## src/rtl/fp_add_cdb_stage_pkg.sv

```systemverilog
// Shared definitions for the FADD execution unit: FP field constants, op
// encodings and the combinational single-precision adder used before stage 0.
package fp_add_cdb_stage_pkg;

  localparam int SIGN_BIT = 31;
  localparam int EXP_MSB  = 30;
  localparam int EXP_LSB  = 23;
  localparam int MAN_W    = 23;

  localparam logic OP_ADD = 1'b0;
  localparam logic OP_SUB = 1'b1;

  localparam logic [31:0] POS_ZERO = 32'h0000_0000;
  localparam logic [31:0] QNAN     = 32'h7FC0_0000;

  // IEEE-754 single add, round-to-nearest-even, denormals supported.
  // Operands are pre-signed: subtraction is done by the caller flipping B's sign.
  function automatic logic [31:0] fp_add32(input logic [31:0] a, input logic [31:0] b);
    logic [31:0] l, s, res;
    logic [9:0]  el, es, e, diff;
    logic [23:0] ml, ms;
    logic [4:0]  dc, lz, sh;
    logic [49:0] ext;
    logic [26:0] lm, sm, r;
    logic [27:0] sum;
    logic [24:0] mr;
    logic        sub, rup, a_inf, b_inf, a_nan, b_nan;
    a_inf = (a[EXP_MSB:EXP_LSB] == 8'hFF) && (a[MAN_W-1:0] == '0);
    b_inf = (b[EXP_MSB:EXP_LSB] == 8'hFF) && (b[MAN_W-1:0] == '0);
    a_nan = (a[EXP_MSB:EXP_LSB] == 8'hFF) && (a[MAN_W-1:0] != '0);
    b_nan = (b[EXP_MSB:EXP_LSB] == 8'hFF) && (b[MAN_W-1:0] != '0);
    res = POS_ZERO;
    lz  = '0;
    sh  = '0;
    sum = '0;
    if (a_nan || b_nan || (a_inf && b_inf && (a[SIGN_BIT] != b[SIGN_BIT]))) begin
      res = QNAN;
    end else if (a_inf) begin
      res = a;
    end else if (b_inf) begin
      res = b;
    end else begin
      // order by magnitude so the subtract never goes negative
      if (a[30:0] >= b[30:0]) begin
        l = a; s = b;
      end else begin
        l = b; s = a;
      end
      el   = (l[EXP_MSB:EXP_LSB] == 8'h00) ? 10'd1 : {2'b00, l[EXP_MSB:EXP_LSB]};
      es   = (s[EXP_MSB:EXP_LSB] == 8'h00) ? 10'd1 : {2'b00, s[EXP_MSB:EXP_LSB]};
      ml   = {l[EXP_MSB:EXP_LSB] != 8'h00, l[MAN_W-1:0]};
      ms   = {s[EXP_MSB:EXP_LSB] != 8'h00, s[MAN_W-1:0]};
      diff = el - es;
      dc   = (diff > 10'd31) ? 5'd31 : diff[4:0];
      // align smaller operand; everything shifted past the round bit folds into sticky
      ext  = {ms, 26'b0} >> dc;
      sm   = {ext[49:24], |ext[23:0]};
      lm   = {ml, 3'b000};
      sub  = l[SIGN_BIT] ^ s[SIGN_BIT];
      e    = el;
      if (!sub) begin
        sum = {1'b0, lm} + {1'b0, sm};
        if (sum[27]) begin
          r = {sum[27:2], |sum[1:0]};
          e = el + 10'd1;
        end else begin
          r = sum[26:0];
        end
      end else begin
        r = lm - sm;
        for (int i = 0; i < 27; i++)
          if (r[i]) lz = 5'(26 - i);
        // never normalise below the minimum exponent: that is a denormal
        sh = (el > {5'b0, lz}) ? lz : 5'(el - 10'd1);
        r  = r << sh;
        e  = el - {5'b0, sh};
      end
      rup = r[2] & (r[1] | r[0] | r[3]);
      mr  = {1'b0, r[26:3]} + {24'b0, rup};
      if (mr[24]) begin
        mr = mr >> 1;
        e  = e + 10'd1;
      end
      if (sub && (r == '0))
        res = POS_ZERO;
      else if (e >= 10'd255)
        res = {l[SIGN_BIT], 8'hFF, 23'h0};
      else
        res = {l[SIGN_BIT], (mr[23] ? e[7:0] : 8'h00), mr[22:0]};
    end
    return res;
  endfunction

  // Zero-cleaning wrapper: exact-zero operands bypass the adder and
  // zero/denormal adder results are flushed to +0.
  function automatic logic [31:0] fp_add32_zfix(input logic [31:0] a, input logic [31:0] b);
    logic [31:0] res;
    logic        a_zero, b_zero;
    a_zero = (a[30:0] == 31'h0);
    b_zero = (b[30:0] == 31'h0);
    if (a_zero && b_zero)   res = POS_ZERO;
    else if (a_zero)        res = b;
    else if (b_zero)        res = a;
    else begin
      res = fp_add32(a, b);
      if (res[EXP_MSB:EXP_LSB] == 8'h00) res = POS_ZERO;
    end
    return res;
  endfunction

endpackage

```

## src/rtl/fp_add_cdb_stage_if.sv

```systemverilog
// Issue and CDB handshake bundle between the FP-add reservation station,
// the FADD execution unit and the CDB arbiter.
interface fp_add_cdb_stage_if #(parameter int TAG_W = 4) ();
  logic             issue_valid;
  logic             issue_ready;
  logic             issue_op;
  logic [31:0]      issue_a;
  logic [31:0]      issue_b;
  logic [TAG_W-1:0] issue_tag;
  logic             cdb_req;
  logic             cdb_grant;
  logic             cdb_valid;
  logic [TAG_W-1:0] cdb_tag;
  logic [31:0]      cdb_data;

  modport master (
    output issue_valid, issue_op, issue_a, issue_b, issue_tag, cdb_grant,
    input  issue_ready, cdb_req, cdb_valid, cdb_tag, cdb_data
  );

  modport slave (
    input  issue_valid, issue_op, issue_a, issue_b, issue_tag, cdb_grant,
    output issue_ready, cdb_req, cdb_valid, cdb_tag, cdb_data
  );
endinterface

```

## src/rtl/fp_result_fifo.sv

```systemverilog
// Result buffer between the execute pipeline and the CDB: synchronous FIFO
// with flush; simultaneous push and pop are both honoured.
module fp_result_fifo #(
  parameter  int W     = 36,
  parameter  int DEPTH = 2,
  localparam int PTR_W = (DEPTH > 1) ? $clog2(DEPTH) : 1,
  localparam int CNT_W = $clog2(DEPTH + 1)
) (
  input  logic             clk,
  input  logic             rst,
  input  logic             flush,
  input  logic             push,
  input  logic [W-1:0]     wr_data,
  input  logic             pop,
  output logic [W-1:0]     rd_data,
  output logic [CNT_W-1:0] count,
  output logic             empty
);
  logic [W-1:0]     mem_q [DEPTH];
  logic [PTR_W-1:0] wr_ptr_q, wr_ptr_d, rd_ptr_q, rd_ptr_d;
  logic [CNT_W-1:0] count_q, count_d;
  logic             pop_ok;

  function automatic logic [PTR_W-1:0] ptr_inc(input logic [PTR_W-1:0] p);
    return (p == PTR_W'(DEPTH - 1)) ? '0 : p + PTR_W'(1);
  endfunction

  assign empty   = (count_q == '0);
  assign count   = count_q;
  assign rd_data = mem_q[rd_ptr_q];
  assign pop_ok  = pop && !empty;

  // pointer and occupancy update; flush empties the buffer outright
  always_comb begin
    wr_ptr_d = wr_ptr_q;
    rd_ptr_d = rd_ptr_q;
    count_d  = count_q;
    if (flush) begin
      wr_ptr_d = '0;
      rd_ptr_d = '0;
      count_d  = '0;
    end else begin
      if (push)   wr_ptr_d = ptr_inc(wr_ptr_q);
      if (pop_ok) rd_ptr_d = ptr_inc(rd_ptr_q);
      count_d = count_q + CNT_W'(push) - CNT_W'(pop_ok);
    end
  end

  // control state
  always_ff @(posedge clk) begin
    if (rst) begin
      wr_ptr_q <= '0;
      rd_ptr_q <= '0;
      count_q  <= '0;
    end else begin
      wr_ptr_q <= wr_ptr_d;
      rd_ptr_q <= rd_ptr_d;
      count_q  <= count_d;
    end
  end

  // storage needs no reset: occupancy alone decides what is valid
  always_ff @(posedge clk) begin
    if (push && !flush) mem_q[wr_ptr_q] <= wr_data;
  end
endmodule

```

## src/rtl/fp_add_cdb_stage.sv

```systemverilog
// FADD execution unit for the Tomasulo FP-add path: combinational adder,
// fixed-latency tag/result pipeline, credit-limited result FIFO and a
// req/grant CDB broadcast port.
// Optional build macro FADD_ZERO_FIX_EN: bypass exact-zero operands and
// flush zero/denormal adder results to +0.
module fp_add_cdb_stage
  import fp_add_cdb_stage_pkg::*;
#(
  parameter int TAG_W      = 4,
  parameter int LATENCY    = 3,
  parameter int FIFO_DEPTH = 2
) (
  input  logic                clk,
  input  logic                rst,
  input  logic                flush,
  fp_add_cdb_stage_if.slave   bus,
  output logic                busy
);
  localparam int ENT_W = TAG_W + 32;
  localparam int CNT_W = $clog2(FIFO_DEPTH + 1);

  logic [LATENCY-1:0]            vld_pipe_q, vld_pipe_d;
  logic [LATENCY-1:0][ENT_W-1:0] ent_pipe_q, ent_pipe_d;
  logic                          cdb_valid_q, cdb_valid_d;
  logic [TAG_W-1:0]              cdb_tag_q, cdb_tag_d;
  logic [31:0]                   cdb_data_q, cdb_data_d;

  logic [ENT_W-1:0] fifo_head;
  logic [CNT_W-1:0] fifo_cnt;
  logic             fifo_empty;
  logic [3:0]       inflight;
  logic [4:0]       outstanding;
  logic             accept, push, pop;
  logic [31:0]      b_eff, add_res;

  // operand formation and add; the result is captured at the accept edge
  always_comb begin
    b_eff = {bus.issue_b[SIGN_BIT] ^ (bus.issue_op == OP_SUB), bus.issue_b[30:0]};
`ifdef FADD_ZERO_FIX_EN
    add_res = fp_add32_zfix(bus.issue_a, b_eff);
`else
    add_res = fp_add32(bus.issue_a, b_eff);
`endif
  end

  // credits: in-flight ops plus buffered results, from registered state only,
  // so a pop frees its credit one cycle later
  always_comb begin
    inflight = '0;
    for (int k = 0; k < LATENCY; k++)
      inflight = inflight + {3'b000, vld_pipe_q[k]};
    outstanding = {1'b0, inflight} + 5'(fifo_cnt);
  end

  assign bus.issue_ready = (outstanding < 5'(FIFO_DEPTH));
  assign busy            = (outstanding != '0);
  assign bus.cdb_req     = !fifo_empty;
  assign bus.cdb_valid   = cdb_valid_q;
  assign bus.cdb_tag     = cdb_tag_q;
  assign bus.cdb_data    = cdb_data_q;

  // flush takes priority over accept, push and grant
  assign accept = bus.issue_valid && bus.issue_ready && !flush;
  assign push   = vld_pipe_q[LATENCY-1] && !flush;
  assign pop    = bus.cdb_req && bus.cdb_grant && !flush;

  // stall-free shift pipeline and CDB broadcast register next-state
  always_comb begin
    vld_pipe_d    = '0;
    ent_pipe_d    = ent_pipe_q;
    vld_pipe_d[0] = accept;
    ent_pipe_d[0] = accept ? {bus.issue_tag, add_res} : ent_pipe_q[0];
    for (int k = 1; k < LATENCY; k++) begin
      vld_pipe_d[k] = vld_pipe_q[k-1];
      ent_pipe_d[k] = ent_pipe_q[k-1];
    end
    if (flush) vld_pipe_d = '0;
    cdb_valid_d = pop;
    cdb_tag_d   = pop ? fifo_head[ENT_W-1:32] : cdb_tag_q;
    cdb_data_d  = pop ? fifo_head[31:0]       : cdb_data_q;
  end

  // state registers; rst also clears the broadcast tag/data, flush does not
  always_ff @(posedge clk) begin
    if (rst) begin
      vld_pipe_q  <= '0;
      ent_pipe_q  <= '0;
      cdb_valid_q <= 1'b0;
      cdb_tag_q   <= '0;
      cdb_data_q  <= '0;
    end else begin
      vld_pipe_q  <= vld_pipe_d;
      ent_pipe_q  <= ent_pipe_d;
      cdb_valid_q <= cdb_valid_d;
      cdb_tag_q   <= cdb_tag_d;
      cdb_data_q  <= cdb_data_d;
    end
  end

  fp_result_fifo #(
    .W     (ENT_W),
    .DEPTH (FIFO_DEPTH)
  ) u_fifo (
    .clk     (clk),
    .rst     (rst),
    .flush   (flush),
    .push    (push),
    .wr_data (ent_pipe_q[LATENCY-1]),
    .pop     (pop),
    .rd_data (fifo_head),
    .count   (fifo_cnt),
    .empty   (fifo_empty)
  );
endmodule

```

## src/flat_wrapper.sv

```systemverilog
// flat-port wrapper written by rule: the top's interface ports become plain ports
module fp_add_cdb_stage_flat import fp_add_cdb_stage_pkg::*;
#(
  parameter int TAG_W      = 4,
  parameter int LATENCY    = 3,
  parameter int FIFO_DEPTH = 2
)
  (clk, rst, flush, busy, bus_issue_valid, bus_issue_op, bus_issue_a, bus_issue_b, bus_issue_tag, bus_cdb_grant, bus_issue_ready, bus_cdb_req, bus_cdb_valid, bus_cdb_tag, bus_cdb_data);
  fp_add_cdb_stage_if #(.TAG_W(TAG_W)) bus_i ();
  input  logic clk;
  input  logic rst;
  input  logic flush;
  output logic busy;
  input wire logic [$bits(bus_i.issue_valid)-1:0] bus_issue_valid;
  input wire logic [$bits(bus_i.issue_op)-1:0] bus_issue_op;
  input wire logic [$bits(bus_i.issue_a)-1:0] bus_issue_a;
  input wire logic [$bits(bus_i.issue_b)-1:0] bus_issue_b;
  input wire logic [$bits(bus_i.issue_tag)-1:0] bus_issue_tag;
  input wire logic [$bits(bus_i.cdb_grant)-1:0] bus_cdb_grant;
  output wire logic [$bits(bus_i.issue_ready)-1:0] bus_issue_ready;
  output wire logic [$bits(bus_i.cdb_req)-1:0] bus_cdb_req;
  output wire logic [$bits(bus_i.cdb_valid)-1:0] bus_cdb_valid;
  output wire logic [$bits(bus_i.cdb_tag)-1:0] bus_cdb_tag;
  output wire logic [$bits(bus_i.cdb_data)-1:0] bus_cdb_data;
  assign bus_i.issue_valid = bus_issue_valid;
  assign bus_i.issue_op = bus_issue_op;
  assign bus_i.issue_a = bus_issue_a;
  assign bus_i.issue_b = bus_issue_b;
  assign bus_i.issue_tag = bus_issue_tag;
  assign bus_i.cdb_grant = bus_cdb_grant;
  assign bus_issue_ready = bus_i.issue_ready;
  assign bus_cdb_req = bus_i.cdb_req;
  assign bus_cdb_valid = bus_i.cdb_valid;
  assign bus_cdb_tag = bus_i.cdb_tag;
  assign bus_cdb_data = bus_i.cdb_data;
  fp_add_cdb_stage #(.TAG_W(TAG_W), .LATENCY(LATENCY), .FIFO_DEPTH(FIFO_DEPTH)) u_core (.clk(clk), .rst(rst), .flush(flush), .bus(bus_i), .busy(busy));
endmodule
```

## config.mk

```make
export PLATFORM = sky130hd
export DESIGN_NAME = fp_add_cdb_stage_flat
export DESIGN_NICKNAME = d
export VERILOG_FILES = /design/src/rtl/fp_add_cdb_stage_pkg.sv /design/src/rtl/fp_add_cdb_stage_if.sv /design/src/rtl/fp_result_fifo.sv /design/src/rtl/fp_add_cdb_stage.sv /design/src/flat_wrapper.sv
export SDC_FILE = /design/constraint.sdc
export NUM_CORES = 1
export LEC_CHECK = 0
export ABC_AREA = 1
export CORE_MARGIN = 1.5
export CORE_UTILIZATION = 50
export CTS_CLUSTER_DIAMETER = 60
export CTS_CLUSTER_SIZE = 10
export DETAILED_ROUTE_END_ITERATION = 6
export GPL_ROUTABILITY_DRIVEN = 0
export HOLD_SLACK_MARGIN = 0.02
export PLACE_DENSITY = 0.68
export SLEW_MARGIN = 0
export SYNTH_ARGS = -nofsm -noshare
export SYNTH_HDL_FRONTEND = slang
export SYNTH_SLANG_ARGS = --single-unit
```

## constraint.sdc

```tcl
create_clock -name clk -period 21.6 [get_ports clk]
set_input_delay 4.32 -clock clk [delete_from_list [all_inputs] [get_ports clk]]
set_output_delay 4.32 -clock clk [all_outputs]
set_load 0.1 [all_outputs]
```

Word-level counts from Yosys, hierarchy flattened
Memories as Yosys holds them, arrays and structs flattened. A register that Yosys moved wholly into a read port is not among the register bits.
Cells that the tools add are included.
{"block": "totals", "ram_bits": 72, "input_bits": 74, "memories": 1, "out_inout_bits": 40, "regBits": 116, "wordCells": 142}
{"memory": "u_core.u_fifo.mem_q", "depth": 2, "width": 36, "rd": 1, "rd_clocked_by_memory_dff": 1, "write_ports": 1, "line_no": "fp_result_fifo.sv:19", "source": "logic [W-1:0] mem_q [DEPTH];"}
{"block": "op_classes", "n_mux": 71, "bitwise": 5, "order_cmp": 5, "shifts": 2, "n_reduce_logical": 32, "addsub": 15, "eq_ne": 3}
{"cell": "32-bit 2-to-1 mux", "n": 12}
{"cell": "5-bit 2-to-1 mux", "n": 33}
{"cell": "27-bit 2-to-1 mux", "n": 5}
{"cell": "24-bit 2-to-1 mux", "n": 4}
{"cell": "10-bit 2-to-1 mux", "n": 9}
{"cell": "50-bit by 5-bit right shift with 50-bit output", "n": 1}
{"cell": "23-bit logical NOT", "n": 2}
{"cell": "23-bit nonzero test", "n": 2}
{"cell": "31-bit >= comparator", "n": 1}
{"cell": "31-bit 2-to-1 mux", "n": 1}
{"cell": "27-bit by 27-bit adder with 28-bit output", "n": 1}
{"cell": "27-bit logical NOT", "n": 1}
{"cell": "27-bit by 5-bit left shift with 27-bit output", "n": 1}
{"cell": "27-bit subtractor", "n": 1}
{"cell": "24-bit by 1-bit adder with 25-bit output", "n": 1}
{"cell": "8-bit 2-to-1 mux", "n": 3}
{"cell": "24-bit OR reduction", "n": 1}
{"cell": "8-bit equality test (second input constant)", "n": 2}
{"cell": "8-bit logical NOT", "n": 2}
{"cell": "8-bit nonzero test", "n": 2}
{"cell": "1-bit logical AND", "n": 14}
{"cell": "10-bit by 1-bit adder with 10-bit output (second input constant)", "n": 1}
{"cell": "10-bit by 8-bit >= comparator with 1-bit output (second input constant)", "n": 1}
{"cell": "10-bit by 5-bit greater-than comparator with 1-bit output (second input constant)", "n": 1}
{"cell": "other kinds (22)", "n": 31}

Longest topological paths before layout
Gate-level depths: netlist of the first run.
{"block": "depth", "ltp_word": 66, "mapped_depth": 109, "depth_no_buf": 102}

Hierarchy
A second synthesis of the first run with hierarchy kept.
{"block": "hier_totals", "hier_cells": 2847, "area_unflattened_um2": 18612.9}
{"mod": "fp_add_cdb_stage", "cells_per_inst": 2700, "area_per_inst_um2": 15618.7, "n_inst": 1, "seq_area_each_um2": 2962.8}
{"mod": "fp_result_fifo", "cells_per_inst": 147, "area_per_inst_um2": 2994.1, "n_inst": 1, "seq_area_each_um2": 2262.2}

Least setup slack after synthesis of the first run
OpenSTA, ideal clock, no wires.
{"block": "synth_path", "path_type": "input port to flip-flop", "start": "in bus_issue_b[30]", "end": "reg u_core.ent_pipe_q, in the netlist u_core.ent_pipe_d[48]", "stages": 90, "t_required_ns": 21.487, "setup_ns": 0.113, "setup_slack_ns": 5.573, "arrival_ns": 15.914, "n_path_buf": 8, "cell_sequence": "inv_1 > ha_1 > nand2_1 > nor2_1 > nand3_1 > a21oi_1 > nor2_4 > nand2_2 > buf_4 > buf_6 > clkbuf_1 > clkbuf_1 > o21ai_1 > nor2_1 > nand4_1 > nand2_1 > inv_1 > ha_1 > (+54 left out) > inv_1 > nor2_1 > nor3_1 > o21ai_0 > xor2_1 > or2_2 > nor4_1 > xor2_1 > nand2_1 > nand2_1 > nor2_4 > nand2_4 > inv_2 > buf_6 > nand2_1 > nand2_1 > nand2_1 > nand2_1"}
{"block": "synth_via", "elab_chain_cells": 65, "word_cells_on_any_way": 99, "cone_classes": "8 x add/sub; 4 x order compare; 1 x eq/ne; 2 x shift; 66 x mux; 4 x bitwise; 14 x reduce/logical"}
{"element": "start: declaration", "line_no": "flat_wrapper.sv:17", "source": "input wire logic [$bits(bus_i.issue_b)-1:0] bus_issue_b;"}
{"element": "31-bit >= comparator", "line_no": "fp_add_cdb_stage_pkg.sv:44", "source": "if (a[30:0] >= b[30:0]) begin"}
{"element": "32-bit 2-to-1 mux", "line_no": "fp_add_cdb_stage_pkg.sv:44"}
{"element": "32-bit 2-to-1 mux", "line_no": "fp_add_cdb_stage_pkg.sv:40", "source": "end else if (b_inf) begin"}
{"element": "32-bit 2-to-1 mux", "line_no": "fp_add_cdb_stage_pkg.sv:38", "source": "end else if (a_inf) begin"}
{"element": "32-bit 2-to-1 mux", "line_no": "fp_add_cdb_stage_pkg.sv:36", "source": "if (a_nan || b_nan || (a_inf && b_inf && (a[SIGN_BIT] != b[SIGN_BIT]))) begin"}
{"element": "8-bit logical NOT (on tied branches)", "line_no": "fp_add_cdb_stage_pkg.sv:49, fp_add_cdb_stage_pkg.sv:50"}
{"element": "8-bit 2-to-1 mux (on tied branches)", "line_no": "fp_add_cdb_stage_pkg.sv:49, fp_add_cdb_stage_pkg.sv:50"}
{"element": "8-bit by 8-bit subtractor with 9-bit output", "line_no": "fp_add_cdb_stage_pkg.sv:53", "source": "diff = el - es;"}
{"element": "(+49 left out)"}
{"element": "10-bit 2-to-1 mux", "line_no": "fp_add_cdb_stage_pkg.sv:38"}
{"element": "10-bit 2-to-1 mux", "line_no": "fp_add_cdb_stage_pkg.sv:36"}
{"element": "10-bit by 8-bit >= comparator with 1-bit output", "line_no": "fp_add_cdb_stage_pkg.sv:86", "source": "else if (e >= 10'd255)"}
{"element": "31-bit 2-to-1 mux", "line_no": "fp_add_cdb_stage_pkg.sv:86"}
{"element": "32-bit 2-to-1 mux", "line_no": "fp_add_cdb_stage_pkg.sv:84", "source": "if (sub && (r == '0))"}
{"element": "32-bit 2-to-1 mux", "line_no": "fp_add_cdb_stage_pkg.sv:40"}
{"element": "32-bit 2-to-1 mux", "line_no": "fp_add_cdb_stage_pkg.sv:38"}
{"element": "32-bit 2-to-1 mux (*)", "line_no": "fp_add_cdb_stage_pkg.sv:36"}
{"element": "end signal: assignment", "line_no": "fp_add_cdb_stage.sv:93", "source": "ent_pipe_q <= ent_pipe_d;"}
{"element": "end: declaration", "line_no": "fp_add_cdb_stage.sv:23", "source": "logic [LATENCY-1:0][ENT_W-1:0] ent_pipe_q, ent_pipe_d;"}
Every way passes the cells marked *; elsewhere a longest branch is shown, timed or not. The select of a mux whose other input is x is not followed.
A chain may end at the register's enable or synchronous reset.

Worst setup path after layout of the first run
{"block": "layout_path", "start": "in bus_issue_b[20]", "end": "reg u_core.ent_pipe_q, in the netlist u_core.ent_pipe_d[39]"}
Same word-level chain as after synthesis.

==> impl_metrics.toml, run 1 <==
[sta]
tns_ns = 0
relSlewSlack = 0.297
hold_viol = 0
setup_viol = 0
finalWorstSetupSlack_ns = 1.81
fin_skew_ns = 0.0209
rsz0062_at_grt = "false"
maxSlewViolCount = 0
hold_ws_ns = 0.397
post-route-min-period_ns = 19.79
max_freq_ghz = 0.0505
fin_crit_sh = 0.916
tightestPinTransition_ns = 1.05

[die]
core-area_um2 = 36700
io_pins = 114
rows = 70
die_height_um = 196
start_util = 0.509
die_area_um2 = 38500
die_x_um = 196

[clock_network]
clk_pin_slew_worst_paths_ns = 0.06
htree_levels = 1
cts.sinks = 224
clk_root_buffer_cell = "clkbuf_16"
numCtsBuffers = 26
cts_tree = "yes"
clock_latency_ns = 0.52
cts_resized = 0
post_cts_buffers = 0
hold_buffers = 0
clockBufferDepth = 3

[placed_design]
port-buffer-count = 113
dp.cells = 3395
dpl-instance-area_um2 = 19900
dp_slack_ns = 1.66
dp_hpwl_um = 45700

[drt]
finalWirelength_um = 58400
drcViolationCount = 0
wl_per_cell_um = 17.0
first_iter_violations = 1811
route.antenna.remaining_nets = 0
route.vias.total = 19600
vias_per_cell = 5.69
dr.pass1.iters = 7

[cells_and_area]
fin_area_um2 = 20600
nets = 3146
fin_cells = 3443
num-fill-cells = 3645
drive_gt1_frac = 0.0501
area.growth.synth_to_final_pct = 10.5

[synthesis]
synth_nets = 3114
post_synth.cell_area_avg_um2 = 6.39
yosysSeqAreaShare = 0.279
syn_area_um2 = 18700
netlist_instances = 2923
synth_cell_types = 59
ys_warn_count = 0
synth-seq-cells = 224

[power_and_ir_drop]
pwr-share-clk = 0.217
p_sw_frac = 0.458
power_density_nw_per_um2 = 85.0
p_leak_nw = 9.79
irDropWorstVdd_uv = 65.9
p_switching_w = 0.000804
intPower_w = 0.000952
combinationalPowerShare = 0.524
power.share.sequential = 0.259

[critical_path]
cp_max_fo = 33
cp_slowest_cell = "nand2_1"
cp_data_required_time_ns = 22.05
critPathMostFrequentCell = "nand2_1"
cp-start-kind = "input port"
arrival_ns = 20.24
end_kind = "flip-flop"
slowest_delay_ns = 0.69
critPathKind = "in2reg"

[min_path]
hold_path.class = "reg2reg"

[run_status]
status = "complete, no violations"

[grt]
grt_pass1_wl_um = 93100
grt_pass1_vias = 18000
track_usage = 0.299
antenna_found_initial = 1
overflow = 0
grt_max_degree = 81

[job]
drv_cap = 0
==> cell type report <==
cell class / count / area (um2) / share of cell area
clock inverters: 2 / 22.5 / 0.00109
flip-flops and latches: 224 / 5200 / 0.252
repair buffers: 131 / 1260 / 0.0611
clock buffers: 45 / 722 / 0.0350
well taps: 468 / 586 / 0.0284
diodes: 1 / 2.50 / 0.000121
multi-input cells: 2227 / 11500 / 0.559
inverters: 345 / 1300 / 0.0629
==> synthesized netlist by cell type (all sizes together) <==
cell	number	area (um2)
nand3b	6	45.0
xnor2	13	114
edfxtp	72	2160
and2	5	31.3
nor2	269	1090
and3	1	7.51
nor3	20	111
o22ai	1	6.26
o21ai	152	795
a41o	1	10.0
a21boi	5	48.8
xor2	54	503
a221o	1	10.0
a21oi	111	571
inv	343	1290
or4	1	7.51
clkbuf	64	244
fa	5	100
o21bai	15	113
nand3	431	2230
ha	112	1400
a21o	6	52.6
o2111ai	1	8.76
a311oi	1	8.76
clkinv	2	7.51
buf	63	417
nand4	56	357
o31ai	4	30.0
dfxtp	152	3040
o211ai	11	82.6
nand2	879	3370
a31oi	40	250
or2	8	50.1
a211oi	1	7.51
o21a	2	15.0
nor4	15	93.8
==> path summary, 6_finish.rpt <==
check	startpoint	to	slack [ns]	cells after the start
max	bus_issue_b[20]	u_core.ent_pipe_d[39]	1.81	82
min	u_core.ent_pipe_d[103]	u_core.ent_pipe_q[103]	0.40	2
max reg2reg	u_core.vld_pipe_q[2]	u_core.ent_pipe_d[39]	18.06	15
min reg2reg	u_core.ent_pipe_d[103]	u_core.ent_pipe_q[103]	0.40	2
==> stage by stage <==
stage,total power [W],utilization
after floorplan,0.00113,-
after global placement,0.00135,0.542
after detailed placement,0.00135,0.542
after CTS,0.00174,0.562
after global routing,0.00188,0.562
final,0.00176,0.562
==> placed cells by master, fill, tap and decap left out, types with 26 or more instances in the layout <==
cell type	instances
a31oi_1	40
a21oi_1	109
inv_1	317
o21ai_0	122
nor2_1	248
nand3_1	420
dfxtp_1	152
nand4_1	55
xor2_1	50
nand2_1	860
clkdlybuf4s50_1	112
edfxtp_1	72
clkbuf_16	26
ha_1	112
==> power groups by stage <==
stage	combinational (W)	clock, W	sequential [W]
floorplan	0.000671	0	0.000462
global placement	0.000883	0	0.000463
detailed placement	0.000889	0	0.000464
CTS	0.000893	0.000388	0.000455
global route	0.00102	0.000407	0.000456
finish	0.000920	0.000380	0.000455
==> worst max-delay path: cells and delay by family <==
family	cells	cell delay, ns
buf+inv	14	2.67
simple gates	49	7.82
compound gates	10	2.71
xor+xnor	3	0.50
fa+ha+maj	6	2.16
==> state kept, by name, summed over array words and instances (netlist names) <==
signal / cells
u_core.u_fifo.wr_ptr_q: 1
u_core.ent_pipe_q: 36
u_core.u_fifo.count: 2
u_core.vld_pipe_q: 3
u_core.bus.cdb_data: 32
u_core.ent_pipe_d: 72
u_core.u_fifo.rd_ptr_q: 1
u_core.u_fifo.mem_q: 72
u_core.bus.cdb_tag: 4
u_core.bus.cdb_valid: 1
==> cells by family (layout without fill, tap and decap cells) <==
logic type | Yosys count | in the layout | share of synthesized area
fa+ha+maj | 117 | 117 | 0.0803
compound gates | 352 | 352 | 0.107
xor+xnor | 67 | 67 | 0.0330
buf+inv | 472 | 523 | 0.105
simple gates | 1691 | 1691 | 0.396
other cells | 0 | 1 | 0
flops | 224 | 224 | 0.279
==> layer usage <==
layer,global-route usage,part of all wire
met1,0.395,0.43
met2,0.490,0.45
met3,0.0361,0.070
met4,0.135,0.051
met5,0,0
No activity file was read; power rests on OpenSTA's default activity.
==> inputs of run 2 (changes only) <==
--- a/config.mk
+++ b/config.mk
@@ -11,7 +11,6 @@
 export CTS_CLUSTER_DIAMETER = 60
 export CTS_CLUSTER_SIZE = 10
 export DETAILED_ROUTE_END_ITERATION = 6
-export GPL_ROUTABILITY_DRIVEN = 0
 export HOLD_SLACK_MARGIN = 0.02
 export PLACE_DENSITY = 0.68
 export SLEW_MARGIN = 0
==> run 2 against run 1 <==
Final cell count is 0.17% higher. Clock skew down 0.0084 ns. Flip-flop and latch count unchanged. Clock-buffer cell count down 1. Hold slack better by 0.00050 ns. Critical path depth is 7 higher. Combinational power rose by 2.8%. Fmax fell by 0.80%. First-iteration DRC count down 3.4%. Sequential power hardly changed. Core utilization increased by 0.14 points. Routed wire length increased by 6.6%. Largest cell class unchanged. Largest power group unchanged.
==> impl_metrics.toml, run 2 (synthesized netlist as in run 1, its figures left out) <==
[sta]
max_freq_ghz = 0.0501
tightestPinTransition_ns = 1.13
setup_viol = 0
rsz0062_at_grt = "false"
fin_skew_ns = 0.0125
maxSlewViolCount = 0
hold_viol = 0
post-route-min-period_ns = 19.95
tns_ns = 0
fin_crit_sh = 0.923
relSlewSlack = 0.246

[drt]
wl_per_cell_um = 18.1
first_iter_violations = 1750
vias_per_cell = 5.63
dr.pass1.iters = 6
finalWirelength_um = 62300
drcViolationCount = 0
route.vias.total = 19400
route.antenna.remaining_nets = 0

[cells_and_area]
num-fill-cells = 3598
final_cell_mix = "nand2_1, nand3_1, inv_1"
final_common_cell = "nand2_1"
nets = 3153
area.growth.synth_to_final_pct = 10.7
drive_gt1_frac = 0.0523
fin_util = 0.564

[critical_path]
r2r-start = "u_core.vld_pipe_q[2]"
critPathKind = "in2reg"
slowest_delay_ns = 0.70
cp_data_required_time_ns = 22.00
end_kind = "flip-flop"
critPathMostFrequentCell = "nand2_1"
cp-start-kind = "input port"
crit_start = "bus_issue_b[22]"
arrival_ns = 20.35
worstRegToRegCells = 15
cp_max_fo = 47
cp_slowest_cell = "inv_1"

[clock_network]
clk_pin_slew_worst_paths_ns = 0.06
cts_resized = 0
cts_tree = "yes"
clk_root_buffer_cell = "clkbuf_16"
htree_levels = 1
post_cts_buffers = 0
clock_latency_ns = 0.52
numCtsBuffers = 26
clockBufferDepth = 3
hold_buffers = 0
cts.sinks = 224

[grt]
antenna_found_initial = 1
grt_max_degree = 81
grt_pass1_wl_um = 96200
overflow = 0
grt_pass1_vias = 17800
track_usage = 0.316

[min_path]
min_from = "u_core.ent_pipe_d[98]"
hold_path.class = "reg2reg"
holdPathStages = 2

[die]
die_area_um2 = 38500
die_height_um = 196
die_x_um = 196
io_pins = 114
rows = 70
core-area_um2 = 36700
start_util = 0.509

[power_and_ir_drop]
p_leak_nw = 9.82
irDropWorstVdd_uv = 58.1
power_density_nw_per_um2 = 86.2

[job]
drv_cap = 0

[placed_design]
globalplace.congestion = 1.01
port-buffer-count = 113
dp_hpwl_um = 49100

[run_status]
status = "complete, no violations"
[run 2: cell types whose count changed in the layout (fill, tap and decap cells not counted)]
cell,previous run,this run
inv_4,2,1
buf_4,18,25
clkinv_4,0,1
clkbuf_1,19,18
[run 2: final cells by class]
class                           instances  area (um2)  share of cell area
Tap cell                              468         586              0.0283
Clock inverter                          2        25.0             0.00121
Antenna cell                            1        2.50            0.000121
Sequential cell                       224        5200               0.252
Clock buffer                           44         718              0.0347
Inverter                              345        1300              0.0627
Multi-Input combinational cell       2227       11500               0.558
Timing Repair Buffer                  138        1310              0.0635
[run 2: power breakdown]
group          switching [W]  internal (W)
combinational       0.000667      0.000278
clock               0.000158      0.000225
sequential        0.00000537      0.000450
[run 2: final timing paths]
path                           end  slack, ns
max          u_core.ent_pipe_d[42]       1.65
min          u_core.ent_pipe_q[98]       0.40
min reg2reg  u_core.ent_pipe_q[98]       0.40
max reg2reg  u_core.ent_pipe_d[50]      18.17
[run 2: layer usage]
layer	track usage	share of wire	up-vias	wire, um
li1	-	-	9634	-
met1	0.428	0.44	8918	27400
met2	0.495	0.44	778	27500
met3	0.0798	0.089	97	5570
met4	0.0900	0.029	2	1780
met5	0.0115	0.00088	-	55
[run 2: metrics by stage]
| stage | instance area (um2) | hold WS, ns | worst slack, ns | total power [W] | cells |
|---|---|---|---|---|---|
| global route | 20700 | 0.407 | 0.165 | 0.00191 | 3448 |
| detailed placement | 19900 | 0.394 | 1.48 | 0.00138 | 3402 |
| finish | 20700 | 0.398 | 1.65 | 0.00178 | 3449 |
| global placement | 19900 | 0.392 | 1.85 | 0.00138 | 3402 |
| floorplan | 18700 | 0.388 | 5.57 | 0.00113 | 2923 |
| CTS | 20700 | 0.401 | 1.96 | 0.00176 | 3448 |
[run 2: worst max-delay path, delay by kind of cell]
kind,cells,cell delay (ns)
AOI/OAI and AO/OA,9,1.88
adders and majority gates,6,1.95
buffers and inverters,16,3.22
and+or+nand+nor,57,8.72
xor gates and xnor gates,1,0.22
